[config.mk]
export PLATFORM = sky130hd
export DESIGN_NAME = bcd_stopwatch
export DESIGN_NICKNAME = d
export VERILOG_FILES = /design/src/rtl/bcd_stopwatch.sv
export SDC_FILE = /design/constraint.sdc
export NUM_CORES = 1
export LEC_CHECK = 0
export BUFFER_PORTS_ARGS = -buffer_cell sky130_fd_sc_hd__buf_4
export CAP_MARGIN = 15
export CORE_UTILIZATION = 45
export CTS_BUF_LIST = sky130_fd_sc_hd__clkbuf_16
export DETAILED_ROUTE_END_ITERATION = 6
export PLACE_DENSITY = 0.75
export SKIP_CTS_REPAIR_TIMING = 1
export SLEW_MARGIN = 20
export SYNTH_ARGS = -nofsm -noshare
export SYNTH_HDL_FRONTEND = slang
export SYNTH_SLANG_ARGS = --single-unit
[constraint.sdc]
create_clock -name clk -period 5.5 [get_ports clk]
set_clock_uncertainty 0.05 [all_clocks]
set_input_delay 1.65 -clock clk [delete_from_list [all_inputs] [get_ports clk]]
set_output_delay 1.65 -clock clk [all_outputs]
set_load 0.03 [all_outputs]
[src/rtl/bcd_stopwatch.sv]
// N-digit BCD stopwatch/timer core: run/stop, clear, lap hold, up/down count
// and preload. Feeds the 4-bit digit inputs of the seven-segment multiplexer.
// Button inputs are expected as debounced single-cycle pulses.
module bcd_stopwatch #(
  parameter int N_DIGITS = 4,
  parameter int TICK_DIV = 1000000
) (
  input  logic                  clk,
  input  logic                  rst_n,
  input  logic                  start_stop,
  input  logic                  clear,
  input  logic                  lap,
  input  logic                  dir,
  input  logic                  load,
  input  logic [4*N_DIGITS-1:0] load_val,
  output logic [4*N_DIGITS-1:0] digits,
  output logic [4*N_DIGITS-1:0] count,
  output logic                  running,
  output logic                  lap_active,
  output logic                  wrap,
  output logic                  done
);

  localparam int W  = 4 * N_DIGITS;
  localparam int PW = $clog2(TICK_DIV);
  localparam logic [PW-1:0] PRESC_LAST = PW'(TICK_DIV - 1);

  typedef enum logic {
    ST_STOPPED = 1'b0,
    ST_RUN     = 1'b1
  } state_e;

  state_e          state_q, state_d;
  logic [W-1:0]    count_q, count_d;
  logic [W-1:0]    lap_q, lap_d;
  logic            lap_active_q, lap_active_d;
  logic [PW-1:0]   presc_q, presc_d;
  logic            wrap_q, wrap_d;
  logic            done_q, done_d;
  logic [W-1:0]    digits_q;

  // BCD increment with ripple carry; all-9s rolls over to all-0s.
  function automatic logic [W-1:0] bcd_inc(input logic [W-1:0] v);
    logic [W-1:0] r;
    logic         carry;
    r     = v;
    carry = 1'b1;
    for (int i = 0; i < N_DIGITS; i++) begin
      if (carry) begin
        if (v[4*i +: 4] >= 4'd9) begin
          r[4*i +: 4] = 4'd0;
        end else begin
          r[4*i +: 4] = v[4*i +: 4] + 4'd1;
          carry       = 1'b0;
        end
      end
    end
    return r;
  endfunction

  // BCD decrement with ripple borrow; caller never passes zero.
  function automatic logic [W-1:0] bcd_dec(input logic [W-1:0] v);
    logic [W-1:0] r;
    logic         borrow;
    r      = v;
    borrow = 1'b1;
    for (int i = 0; i < N_DIGITS; i++) begin
      if (borrow) begin
        if (v[4*i +: 4] == 4'd0) begin
          r[4*i +: 4] = 4'd9;
        end else begin
          r[4*i +: 4] = v[4*i +: 4] - 4'd1;
          borrow      = 1'b0;
        end
      end
    end
    return r;
  endfunction

  // Non-BCD preload digits saturate to 9 so the count stays valid BCD.
  function automatic logic [W-1:0] bcd_clamp(input logic [W-1:0] v);
    logic [W-1:0] r;
    r = v;
    for (int i = 0; i < N_DIGITS; i++) begin
      if (v[4*i +: 4] > 4'd9) r[4*i +: 4] = 4'd9;
    end
    return r;
  endfunction

  // Next-state logic: clear > load > start_stop/step; lap handled alongside.
  always_comb begin
    // NOTE: every signal gets a default first so no path leaves it unassigned,
    // which would otherwise infer a latch.
    state_d      = state_q;
    count_d      = count_q;
    lap_d        = lap_q;
    lap_active_d = lap_active_q;
    presc_d      = presc_q;
    wrap_d       = 1'b0;
    done_d       = 1'b0;

    if (clear) begin
      state_d      = ST_STOPPED;
      count_d      = '0;
      lap_d        = '0;
      lap_active_d = 1'b0;
      presc_d      = '0;
    end else begin
      if (load && state_q == ST_STOPPED) begin
        count_d = bcd_clamp(load_val);
        presc_d = '0;
      end else if (state_q == ST_RUN) begin
        if (presc_q == PRESC_LAST) begin
          presc_d = '0;
          if (!dir) begin
            count_d = bcd_inc(count_q);
            wrap_d  = (count_d == '0);
          end else if (count_q == '0) begin
            done_d  = 1'b1;
            state_d = ST_STOPPED;
          end else begin
            count_d = bcd_dec(count_q);
            if (count_d == '0) begin
              done_d  = 1'b1;
              state_d = ST_STOPPED;
            end
          end
        end else begin
          presc_d = presc_q + PW'(1);
        end
        if (start_stop) state_d = ST_STOPPED;
      end else if (start_stop) begin
        state_d = ST_RUN;
      end

      // Lap captures the pre-step count so the frozen value matches the display.
      if (lap) begin
        if (lap_active_q) begin
          lap_active_d = 1'b0;
        end else begin
          lap_active_d = 1'b1;
          lap_d        = count_q;
        end
      end
    end
  end

  // State and datapath registers.
  always_ff @(posedge clk or negedge rst_n) begin
    if (!rst_n) begin
      state_q      <= ST_STOPPED;
      count_q      <= '0;
      lap_q        <= '0;
      lap_active_q <= 1'b0;
      presc_q      <= '0;
      wrap_q       <= 1'b0;
      done_q       <= 1'b0;
    end else begin
      // NOTE: non-blocking assignments so every register samples the values
      // from before this edge, independent of statement order.
      state_q      <= state_d;
      count_q      <= count_d;
      lap_q        <= lap_d;
      lap_active_q <= lap_active_d;
      presc_q      <= presc_d;
      wrap_q       <= wrap_d;
      done_q       <= done_d;
    end
  end

  // Registered display mux: shows the frozen lap value or the live count.
  always_ff @(posedge clk or negedge rst_n) begin
    if (!rst_n) begin
      digits_q <= '0;
    end else begin
      digits_q <= lap_active_q ? lap_q : count_q;
    end
  end

  assign digits     = digits_q;
  assign count      = count_q;
  assign running    = (state_q == ST_RUN);
  assign lap_active = lap_active_q;
  assign wrap       = wrap_q;
  assign done       = done_q;

endmodule

# Word-level counts from Yosys, hierarchy flattened
# Index checks and enable logic that the tools add are counted.
dict set report op_classes {
  reduce_logical 12
  eq_ne 3
  n_lt_le_gt_ge 8
  add_sub_neg 9
  bitwise_logic 1
  mux 142
}
# operator n
set ops {}
lappend ops {{2-to-1 mux 4 bit} 62}
lappend ops {{2-to-1 mux 16 bit} 9}
lappend ops {{2-to-1 mux 20 bit} 4}
lappend ops {{2-to-1 mux 1 bit} 67}
lappend ops {{zero test 16 bit} 3}
lappend ops {{adder 20 x 1 -> 20 bit (second input constant)} 1}
lappend ops {{== test 20 bit (second input constant)} 1}
lappend ops {{adder 4 x 1 -> 4 bit (second input constant)} 4}
lappend ops {{>= comparator 4 bit (second input constant)} 4}
lappend ops {{greater-than comparator 4 bit (second input constant)} 4}
lappend ops {{zero test 4 bit} 4}
lappend ops {{subtractor 4 x 1 -> 4 bit (second input constant)} 4}
lappend ops {{nonzero test 3 bit} 2}
lappend ops {{inequality test 4 bit (second input constant)} 1}
lappend ops {{AND reduction 3 bit} 1}
lappend ops {{inequality test 2 bit (second input constant)} 1}
lappend ops {{nonzero test 2 bit} 1}
lappend ops {{logical AND 1 bit} 1}
lappend ops {{NOT 1 bit} 1}
dict set report totals {
  word_cells 183
  out_inout_bits 36
  reg_bits 72
}

# Longest topological paths before layout
# Gate-level depths: netlist of the first run.
dict set report depth {
  word_depth 38
  ltp_mapped 10
  ltp_nobuf 8
}

# Worst setup path before layout of the first run
# Ideal clock, no wire load.
dict set report synth_path {
  path_kind {input to register}
  start {input port dir}
  end {register count_q[11], in the netlist count[11]}
  t_arrival_ns 2.827
  required_time_ns 5.330
  path_slack_ns 2.504
  path_stages 5
  path_cell_list {or4bb_1 nor4_4 nor2_1 or3_1 and3_1}
}
dict set report synth_between {
  elab_chain_len 5
  elab_cells_between_ends 7
  cone_classes {eq/ne: 1; mux: 5; reduce/logical: 1}
}
# item line
set synth_rtl {}
lappend synth_rtl {{start: declaration} 13} ;# input logic dir,
lappend synth_rtl {{2-to-1 mux 16 bit} 115} ;# if (!dir) begin
lappend synth_rtl {{2-to-1 mux 16 bit} 113} ;# if (presc_q == PRESC_LAST) begin
lappend synth_rtl {{2-to-1 mux 16 bit} 112} ;# end else if (state_q == ST_RUN) begin
lappend synth_rtl {{2-to-1 mux 16 bit} 109} ;# if (load && state_q == ST_STOPPED) begin
lappend synth_rtl {{2-to-1 mux 16 bit} 102} ;# if (clear) begin
lappend synth_rtl {{end signal: assignment} 162} ;# count_q <= count_d;
lappend synth_rtl {{end: declaration} 34} ;# logic [W-1:0] count_q, count_d;
# Several ways; a longest one is shown, not always the timed one. The select of a mux whose other input is x is not followed.
# A chain may end at the register's enable or synchronous reset.

# Worst setup path in the final report of the first run
dict set report layout_path {
  start {register lap_active_q, in the netlist lap_active}
  end {output port lap_active}
}
# item line
set layout_lines {}
lappend layout_lines {{start: declaration} 36} ;# logic lap_active_q, lap_active_d;
lappend layout_lines {{start signal: assignment} 164} ;# lap_active_q <= lap_active_d;
lappend layout_lines {{end: declaration} 19} ;# output logic lap_active,
# No word-level cell between the ends.

==> results.json, run 1 <==
{
  "worstPathCellList": "buf_4",
  "cts_tree": "yes",
  "clk_pin_slew_ns": 0.06,
  "ant_nets": 0,
  "cp_num_buf_inv": 1,
  "slew_violations": 0,
  "syn-mean-instance-area_um2": 8.82,
  "syn_area_um2": 4530,
  "synth_top_family_by_area": "simple AND/OR/NAND/NOR gates",
  "min_path_type": "reg2reg",
  "grt_usage_pct": 24.3,
  "worstSetupPathType": "reg2out",
  "core_area_um2": 9770,
  "final.setup.tns_ns": 0,
  "clock_power_share_pct": 38.5,
  "numCtsBuffers": 9,
  "ys.flop_type": "dfrtp_1",
  "synth_top_cell_area_share_pct": 39.7,
  "end_kind": "primary output",
  "period_minus_slack_ns": 3.23,
  "pwr_density_cell_nw_per_um2": 290,
  "antenna_found_initial": 0,
  "p_int_uw": 1040,
  "synth_cell_types": 69,
  "fmax_mhz": 309,
  "routed_wire_length_per_instance_um": 17.3,
  "setup_viol": 0,
  "route.detailed.drc": 0,
  "max_stage_delay_ns": 0.90,
  "io_buffers": 58,
  "dieArea_um2": 10500,
  "fin_util_pct": 54.1,
  "maxCapViolCount": 0,
  "start_kind": "flop",
  "rows": 36,
  "first_pass_iters": 5,
  "drtIter0Drc": 209,
  "yosys.area.top_type": "dfrtp_1",
  "synth_edf_count": 0,
  "synthMuxAreaShare_pct": 5.22,
  "r2r_start": "count[0]",
  "path_max_fanout": 30,
  "reg2reg_depth": 8,
  "cp-startpoint": "lap_active",
  "cts.sinks": 72,
  "power.switching_uw": 499,
  "post_route_cells_drive_above_1_share_pct": 16.0,
  "die_h_um": 102,
  "netlist_instances": 514,
  "chipWidth_um": 102,
  "initial_utilization_pct": 46.4,
  "arrival_ns": 1.53,
  "yosys.area_share.simple_pct": 23.8,
  "ir_drop_mv": 0.157,
  "cts_max_path_buffers": 2,
  "area_growth_pct": 16.6,
  "ys_ff_latch": 72,
  "cp.depth": 1,
  "p_leak_uw": 0.00232,
  "p_seq_share_pct": 39.2,
  "synth_fp_nets": 551,
  "vias": 4141,
  "whs_ns": 0.470,
  "worst_pin_slew_ns": 0.892,
  "rrSetupSlack_ns": 2.56,
  "status": "completed",
  "finalNetCount": 588,
  "synth_compound_area_share_pct": 19.1,
  "p_comb_share_pct": 22.3,
  "grt_max_degree": 73,
  "final_hold_viol_count": 0,
  "htreeDepth": 3,
  "diodes": 0,
  "period_share_pct": 58.8,
  "synth_adder_area_share_pct": 3.86,
  "required_ns": 3.80,
  "viasPerCell": 6.01,
  "grt_pass1_wl_mm": 19.5,
  "io_pins": 59,
  "synth_xor_area_share_pct": 3.67,
  "routabilityCongestion": 0.883,
  "grt_pass1_vias": 4062,
  "fill_cells": 916,
  "hpwl_mm": 8.51,
  "r2r_end": "running",
  "crit_end": "lap_active",
  "power_switching_share_pct": 32.5,
  "cts_root_buffer": "clkbuf_16",
  "synth.area.top_cells": "dfrtp_1, nor2_1, nand2_1",
  "rsz0062_at_grt": "false",
  "clk_latency_ns": 0.34,
  "ys_seq_area_share_pct": 39.7,
  "yosysWarnings": 0,
  "synth-async-reset-ratio_pct": 100,
  "overflow": 0,
  "crit_path_top_delay_cell": "dfrtp_1",
  "slew_headroom_pct": 40.5,
  "cp_top_family": "flip-flops",
  "drt_wl_total_mm": 11.9
}
-- routing by layer --
| metal | global-route usage (%) | up-vias | wire length [um] | part of all wire (%) |
|---|---|---|---|---|
| met4 | 11.3 | 0 | 377 | 3.2 |
| met5 | 0 | - | 0 | 0 |
| met3 | 5.75 | 29 | 734 | 6.2 |
| met2 | 42.7 | 151 | 5820 | 49 |
| met1 | 28.0 | 2028 | 4960 | 42 |
| li1 | - | 1933 | - | - |
-- through the flow --
step / setup WS (ns) / cells / cell area [um^2] / power, uW
2_1_floorplan: 2.50 / 514 / 4530 / 842
3_3_place_gp: 2.03 / 673 / 4990 / 940
3_5_place_dp: 1.97 / 673 / 4990 / 949
4_1_cts: 2.24 / 689 / 5290 / 1540
5_1_grt: 2.12 / 689 / 5290 / 1600
6_report: 2.27 / 689 / 5290 / 1530
-- synth_stat cells, types with 3 or more instances --
library cell,count
nor3b_1,6
a211o_1,3
xor2_1,9
a31oi_1,8
o31ai_1,3
or3_1,6
o21a_1,5
clkbuf_1,23
and3_1,9
nand2b_1,8
ha_1,14
o22ai_1,4
buf_2,3
a22o_1,4
a32oi_1,3
xnor2_1,10
a21oi_1,23
nand3_1,18
nand2_1,49
nor3_1,10
inv_1,17
mux2_2,5
dfrtp_1,72
nor2b_1,8
o211ai_1,8
mux2i_1,18
nor2_1,59
nor4bb_1,3
o21ai_1,6
o21ai_0,36
nand4_1,5
and2_1,3
or3b_1,3
a211oi_1,4
-- registers in the layout, summed over array words and instances, names as in the netlist --
| register | flops |
|---|---|
| wrap | 1 |
| digits | 16 |
| presc_q | 20 |
| lap_q | 16 |
| done | 1 |
| running | 1 |
| count | 16 |
| lap_active | 1 |
-- power by group through the flow --
stage	clock, uW	combinational [uW]	sequential (uW)
2_1_floorplan	0	217	625
3_3_place_gp	0	332	608
3_5_place_dp	0	338	610
4_1_cts	596	340	601
5_1_grt	617	373	606
6_report	591	343	601
-- logic make-up (layout without fill, tap and decap cells) --
logic type               Yosys count  after routing
AO/OA/AOI/OAI                    131            131
XOR/XNOR                          19             19
adder cells (fa/ha/maj)           14             14
buffers and inverters             49             91
flip-flops                        72             72
multiplexers                      23             23
AND/OR/NAND/NOR                  206            206
-- area by class of cell --
class                           count  area, um^2  area share [%]
Inverter                           17        63.8            1.21
Tap cell                          133         166            3.15
Sequential cell                    72        1800            34.1
Clock inverter                      7        72.6            1.37
Multi-Input combinational cell    393        2520            47.7
Clock buffer                        9         225            4.26
Timing Repair Buffer               58         435            8.23
-- worst min-delay path by stage --
stage | to | depth (start not counted) | slack, ns | startpoint
2_1_floorplan | lap_q[11] | 2 | 0.43 | lap_q[11]
3_3_place_gp | lap_q[11] | 2 | 0.45 | lap_q[11]
3_5_place_dp | digits[3] | 2 | 0.46 | lap_q[3]
4_1_cts | digits[3] | 2 | 0.47 | lap_q[3]
5_1_grt | digits[3] | 2 | 0.48 | lap_q[3]
6_report | digits[3] | 2 | 0.47 | lap_q[3]
-- layout by cell type (no fill, tap or decap), types with 5 or more instances in the layout --
| cell | count |
|---|---|
| and3_1 | 9 |
| inv_1 | 18 |
| xor2_1 | 9 |
| dfrtp_1 | 72 |
| or3_1 | 6 |
| nor2b_1 | 8 |
| nor3b_1 | 6 |
| xnor2_1 | 10 |
| buf_4 | 58 |
| clkbuf_16 | 9 |
| ha_1 | 14 |
| mux2i_1 | 18 |
| o21ai_1 | 6 |
| o21ai_0 | 36 |
| nand3_1 | 18 |
| o21a_1 | 5 |
| mux2_2 | 5 |
| nor2_1 | 59 |
| nand2b_1 | 8 |
| o211ai_1 | 8 |
| a21oi_1 | 23 |
| a31oi_1 | 8 |
| nand4_1 | 5 |
| nor3_1 | 10 |
| nand2_1 | 49 |
(Power assumes the default switching activity.)
==> run 2, diff against run 1 <==
--- a/config.mk
+++ b/config.mk
@@ -5,12 +5,13 @@
 export SDC_FILE = /design/constraint.sdc
 export NUM_CORES = 1
 export LEC_CHECK = 0
+export ABC_AREA = 1
 export BUFFER_PORTS_ARGS = -buffer_cell sky130_fd_sc_hd__buf_4
 export CAP_MARGIN = 15
 export CORE_UTILIZATION = 45
 export CTS_BUF_LIST = sky130_fd_sc_hd__clkbuf_16
 export DETAILED_ROUTE_END_ITERATION = 6
-export PLACE_DENSITY = 0.75
+export PLACE_DENSITY = 0.77
 export SKIP_CTS_REPAIR_TIMING = 1
 export SLEW_MARGIN = 20
 export SYNTH_ARGS = -nofsm -noshare
==> constraint.sdc (replaced) <==
create_clock -name clk -period 2.8 [get_ports clk]
set_clock_uncertainty 0.05 [all_clocks]
set_input_delay 0.84 -clock clk [delete_from_list [all_inputs] [get_ports clk]]
set_output_delay 0.84 -clock clk [all_outputs]
set_load 0.03 [all_outputs]
==> results.json, run 2 <==
{
  "largest_reg_flops": 20,
  "fill_cells": 925,
  "required_ns": 2.94,
  "multiInputGateArea_um2": 2510,
  "synth_fp_nets": 660,
  "ant_nets": 0,
  "final_common_cell": "nand2_1",
  "antenna_found_initial": 1,
  "drt_wl_total_mm": 12.8,
  "crit_path_top_delay_cell": "dfrtp_1",
  "layout_common_cells": "nand2_1, dfrtp_1, nor2_1",
  "yosysWarnings": 0,
  "rsz0062_at_grt": "false",
  "synthTopCellsByCount": "nand2_1, dfrtp_1, nor2_1",
  "grt_usage_pct": 24.1,
  "slew_headroom_pct": 67.5,
  "cts_tree": "yes",
  "fmax_mhz": 431,
  "route.detailed.drc": 0,
  "max_stage_delay_ns": 0.42,
  "cts_max_path_buffers": 2,
  "numCtsBuffers": 9,
  "chipWidth_um": 104,
  "synth.most_common_cell": "nand2_1",
  "final.setup.tns_ns": 0,
  "post_route_cells_drive_above_1_share_pct": 20.4,
  "io_buffers": 58,
  "vias": 4438,
  "setup_viol": 0,
  "final_hold_viol_count": 0,
  "arrival_ns": 2.47,
  "regArea_um2": 1800,
  "clk_pin_slew_ns": 0.06,
  "grt_pass1_vias": 4135,
  "die_h_um": 104,
  "placed_cells": 802,
  "worstSetupPathType": "reg2reg",
  "viasPerCell": 5.43,
  "power.total_uw": 3570,
  "area_growth_pct": 18.4,
  "period_share_pct": 82.9,
  "routabilityCongestion": 0.903,
  "p_leak_uw": 0.00278,
  "io_pins": 59,
  "slew_violations": 0,
  "pwr_density_cell_nw_per_um2": 645,
  "stdcell_count": 818,
  "hpwl_mm": 9.33,
  "clk_latency_ns": 0.33,
  "ys_seq_area_share_pct": 38.5,
  "netlist_instances": 623,
  "overflow": 0,
  "routed_wire_length_per_instance_um": 15.6,
  "worstPathCellList": "inv_1 > ha_1 > nand2_4 > inv_8 > nand2_8 > nor2_8 > nand4_4 > nand3_4 > inv_2 > o211ai_1 > o21ai_0",
  "synth_top_cell_area_share_pct": 38.5,
  "syn-mean-instance-area_um2": 7.52,
  "yosys.area.top_type": "dfrtp_1",
  "min_path_type": "in2async",
  "dieArea_um2": 10800,
  "htreeDepth": 3,
  "ys.flop_type": "dfrtp_1",
  "synth_cell_types": 44,
  "finalNetCount": 717,
  "path_max_fanout": 11,
  "start_kind": "flop",
  "end_kind": "flop",
  "period_minus_slack_ns": 2.32,
  "ir_drop_mv": 0.465,
  "synth_edf_count": 0,
  "grt_max_degree": 38,
  "core_area_um2": 9910,
  "synth.area.top_cells": "dfrtp_1, nand2_1, nand3_1",
  "initial_utilization_pct": 47.2,
  "syn_area_um2": 4680,
  "cts.sinks": 72,
  "status": "completed",
  "maxCapViolCount": 0,
  "grt_pass1_wl_mm": 20.8,
  "worst_pin_slew_ns": 0.487,
  "cts_root_buffer": "clkbuf_16",
  "ys_ff_latch": 72,
  "top_register": "presc_q",
  "first_pass_iters": 6,
  "rows": 36,
  "drtIter0Drc": 308,
  "diodes": 0,
  "synth-async-reset-ratio_pct": 100
}
run 2: kinds of logic after synthesis:
| logic type | share of synthesized area, % |
|---|---|
| AO/OA/AOI/OAI | 13.5 |
| flip-flops | 38.5 |
| AND/OR/NAND/NOR | 34.9 |
| buffers and inverters | 7.99 |
| adder cells (fa/ha/maj) | 3.74 |
| XOR/XNOR | 1.31 |
run 2: where the power goes:
| part | total, uW | leakage, uW | internal (uW) | switching [uW] |
|---|---|---|---|---|
| sequential | 1230 | 0.000980 | 1130 | 91.7 |
| clock | 1230 | 0.000152 | 773 | 456 |
| combinational | 1120 | 0.00165 | 351 | 767 |
| total | 3570 | 0.00278 | 2260 | 1310 |
run 2: per-stage QoR:
step	setup slack, ns	instance area, um^2	util [%]	hold WS, ns
2_1_floorplan	0.698	4680	-	0.428
3_3_place_gp	0.597	5230	52.8	0.443
3_5_place_dp	0.510	5230	52.8	0.445
4_1_cts	0.499	5540	55.9	0.430
5_1_grt	0.332	5540	55.9	0.451
6_report	0.478	5540	55.9	0.415
run 2: cell type report:
type | count | share of cell area (%)
Timing Repair Buffer | 64 | 8.89
Clock buffer | 9 | 4.06
Inverter | 68 | 4.74
Clock inverter | 7 | 1.58
Tap cell | 133 | 3.00
Multi-Input combinational cell | 465 | 45.2
Sequential cell | 72 | 32.5
run 2: worst max-delay path: cells and delay by family (launching register included):
| kind | cells | cell delay (ns) |
|---|---|---|
| and+or+nand+nor | 5 | 0.62 |
| buffers and inverters | 3 | 0.47 |
| adders and majority gates | 1 | 0.34 |
| AOI/OAI and AO/OA | 2 | 0.28 |
| DFF | 1 | 0.42 |
run 2: layer usage:
metal	GRT usage [%]	share of wire, %
met4	7.96	1.9
met3	3.76	6.7
met2	37.5	45
met5	0	0.10
met1	34.2	46
run 2: worst paths after layout:
path,startpoint,end,slack [ns],cells after the start
worst min register to register,lap_q[6],lap_q[6],0.46,2
worst min-delay path,rst_n,lap_q[12],0.41,1
min in group clk,lap_q[6],lap_q[6],0.46,2
worst max-delay path,count[0],count[3],0.48,11
worst max register to register,count[0],count[3],0.48,11
max in group asynchronous,rst_n,count[8],1.73,2
==> run 3, diff against run 2 <==
--- a/config.mk
+++ b/config.mk
@@ -11,7 +11,7 @@
 export CORE_UTILIZATION = 45
 export CTS_BUF_LIST = sky130_fd_sc_hd__clkbuf_16
 export DETAILED_ROUTE_END_ITERATION = 6
-export PLACE_DENSITY = 0.77
+export PLACE_DENSITY = 0.75
 export SKIP_CTS_REPAIR_TIMING = 1
 export SLEW_MARGIN = 20
 export SYNTH_ARGS = -nofsm -noshare
==> constraint.sdc (replaced) <==
create_clock -name clk -period 2.2 [get_ports clk]
set_clock_uncertainty 0.05 [all_clocks]
set_input_delay 0.66 -clock clk [delete_from_list [all_inputs] [get_ports clk]]
set_output_delay 0.66 -clock clk [all_outputs]
set_load 0.03 [all_outputs]
==> results.json, run 3 (synthesized netlist as in run 2, its figures left out) <==
{
  "status": "completed",
  "drtIter0Drc": 358,
  "clk_latency_ns": 0.34,
  "grt_pass1_wl_mm": 22.0,
  "worstPathCellList": "inv_1 > nand4_1 > nor2_1 > nand4_4 > nand2_4 > nand2_4 > inv_2 > o22ai_2",
  "final.setup.tns_ns": 0,
  "start_kind": "flop",
  "ir_drop_mv": 0.589,
  "io_pins": 59,
  "arrival_ns": 2.22,
  "path_max_fanout": 14,
  "whs_ns": 0.255,
  "grtUsageMet3_pct": 4.57,
  "overflow": 0,
  "cp_num_buf_inv": 2,
  "p_int_uw": 3050,
  "power.switching_uw": 1740,
  "first_pass_iters": 6,
  "grt-busiest-layer": "met2",
  "grt_max_degree": 39,
  "pwr_density_cell_nw_per_um2": 838,
  "rsz0062_at_grt": "false",
  "layout_common_cells": "nand2_1, buf_4, dfrtp_1",
  "routed_wire_length_per_instance_um": 15.8,
  "rows": 36,
  "htreeDepth": 3,
  "route.detailed.drc": 0,
  "numCtsBuffers": 9,
  "top_register": "presc_q",
  "cts_tree": "yes",
  "setup_viol": 0,
  "p_comb_share_pct": 31.5,
  "area_growth_pct": 22.0,
  "placed_cells": 818,
  "post_route_cells_drive_above_1_share_pct": 23.0,
  "cts_max_path_buffers": 2,
  "worstSetupPathType": "reg2reg",
  "use_met1_pct": 35.5,
  "fmax_mhz": 482,
  "cts_root_buffer": "clkbuf_16",
  "antenna_found_initial": 0,
  "period_minus_slack_ns": 2.07,
  "path_common_cell": "nand2_4",
  "grt_usage_pct": 25.4,
  "io_buffers": 58,
  "viasPerCell": 5.46,
  "cts.sinks": 72,
  "largest_reg_flops": 20,
  "max_stage_delay_ns": 0.46,
  "initial_utilization_pct": 47.2,
  "required_ns": 2.35,
  "final_cell_area_um2": 5710,
  "final_hold_viol_count": 0,
  "finalNetCount": 733,
  "vias": 4551,
  "drt_wl_total_mm": 13.2,
  "clk_pin_slew_ns": 0.06,
  "die_h_um": 104,
  "period_share_pct": 94.2,
  "p_seq_share_pct": 32.5,
  "core_area_um2": 9910,
  "cp_top_family": "simple AND/OR/NAND/NOR gates",
  "ant_nets": 0,
  "slew_violations": 0,
  "p_leak_uw": 0.00288,
  "grtUsageMet2_pct": 38.3,
  "clock_power_share_pct": 36.0,
  "min_path_type": "in2async",
  "chipWidth_um": 104,
  "maxCapViolCount": 0,
  "end_kind": "flop",
  "final_common_cell": "nand2_1",
  "hpwl_mm": 9.62,
  "worst_pin_slew_ns": 0.517,
  "routabilityCongestion": 0.940,
  "crit_path_top_delay_cell": "dfrtp_1",
  "grt_pass1_vias": 4456,
  "place_area_um2": 5350,
  "diodes": 0,
  "dieArea_um2": 10800,
  "power_switching_share_pct": 36.3,
  "stdcell_count": 834,
  "slew_headroom_pct": 65.5
}
run 3: per-layer routing:
layer  routed length, um  up-vias
met5                   0        -
met4                 382        0
met2                5910      205
met1                5940     2115
li1                    -     2197
met3                 963       34
run 3: area by class of cell:
type | instances | area (um^2)
repair buffers | 80 | 613
clock inverters | 7 | 120
well taps | 133 | 166
multi-input cells | 465 | 2520
fillers | 897 | 4200
flip-flops and latches | 72 | 1800
inverters | 68 | 265
clock buffers | 9 | 225
run 3: per-stage QoR:
| step | total power (uW) | utilization [%] | worst slack [ns] |
|---|---|---|---|
| CTS | 4770 | 57.5 | 0.0657 |
| global placement | 3030 | 54.0 | 0.161 |
| detailed placement | 3050 | 54.0 | 0.0829 |
| global route | 4990 | 57.7 | 0.0438 |
| floorplan | 2550 | - | 0.0976 |
| finish | 4790 | 57.7 | 0.127 |
run 3: final timing paths:
check | end | start | depth (start not counted) | slack, ns
worst max-delay path | count[0] | presc_q[11] | 8 | 0.13
worst min-delay path | presc_q[13] | rst_n | 1 | 0.25
worst max register to register | count[0] | presc_q[11] | 8 | 0.13
worst min register to register | lap_q[5] | lap_q[5] | 2 | 0.46
max in group asynchronous | digits[10] | rst_n | 2 | 1.28
min in group clk | done | clear | 2 | 0.45
run 3: worst register-to-register path: stages (launching register included):
cell and delay [ns]:
dfrtp_1 0.46, inv_1 0.14, nand4_1 0.10, nor2_1 0.25, nand4_4 0.15, nand2_4 0.22, nand2_4 0.12, inv_2 0.31
o22ai_2 0.15
run 3: power by group through the flow:
stage | logic [uW] | registers, uW | clock network, uW
finish | 1510 | 1550 | 1720
global route | 1630 | 1570 | 1790
CTS | 1480 | 1550 | 1740
detailed placement | 1470 | 1580 | 0
global placement | 1460 | 1570 | 0
floorplan | 792 | 1760 | 0
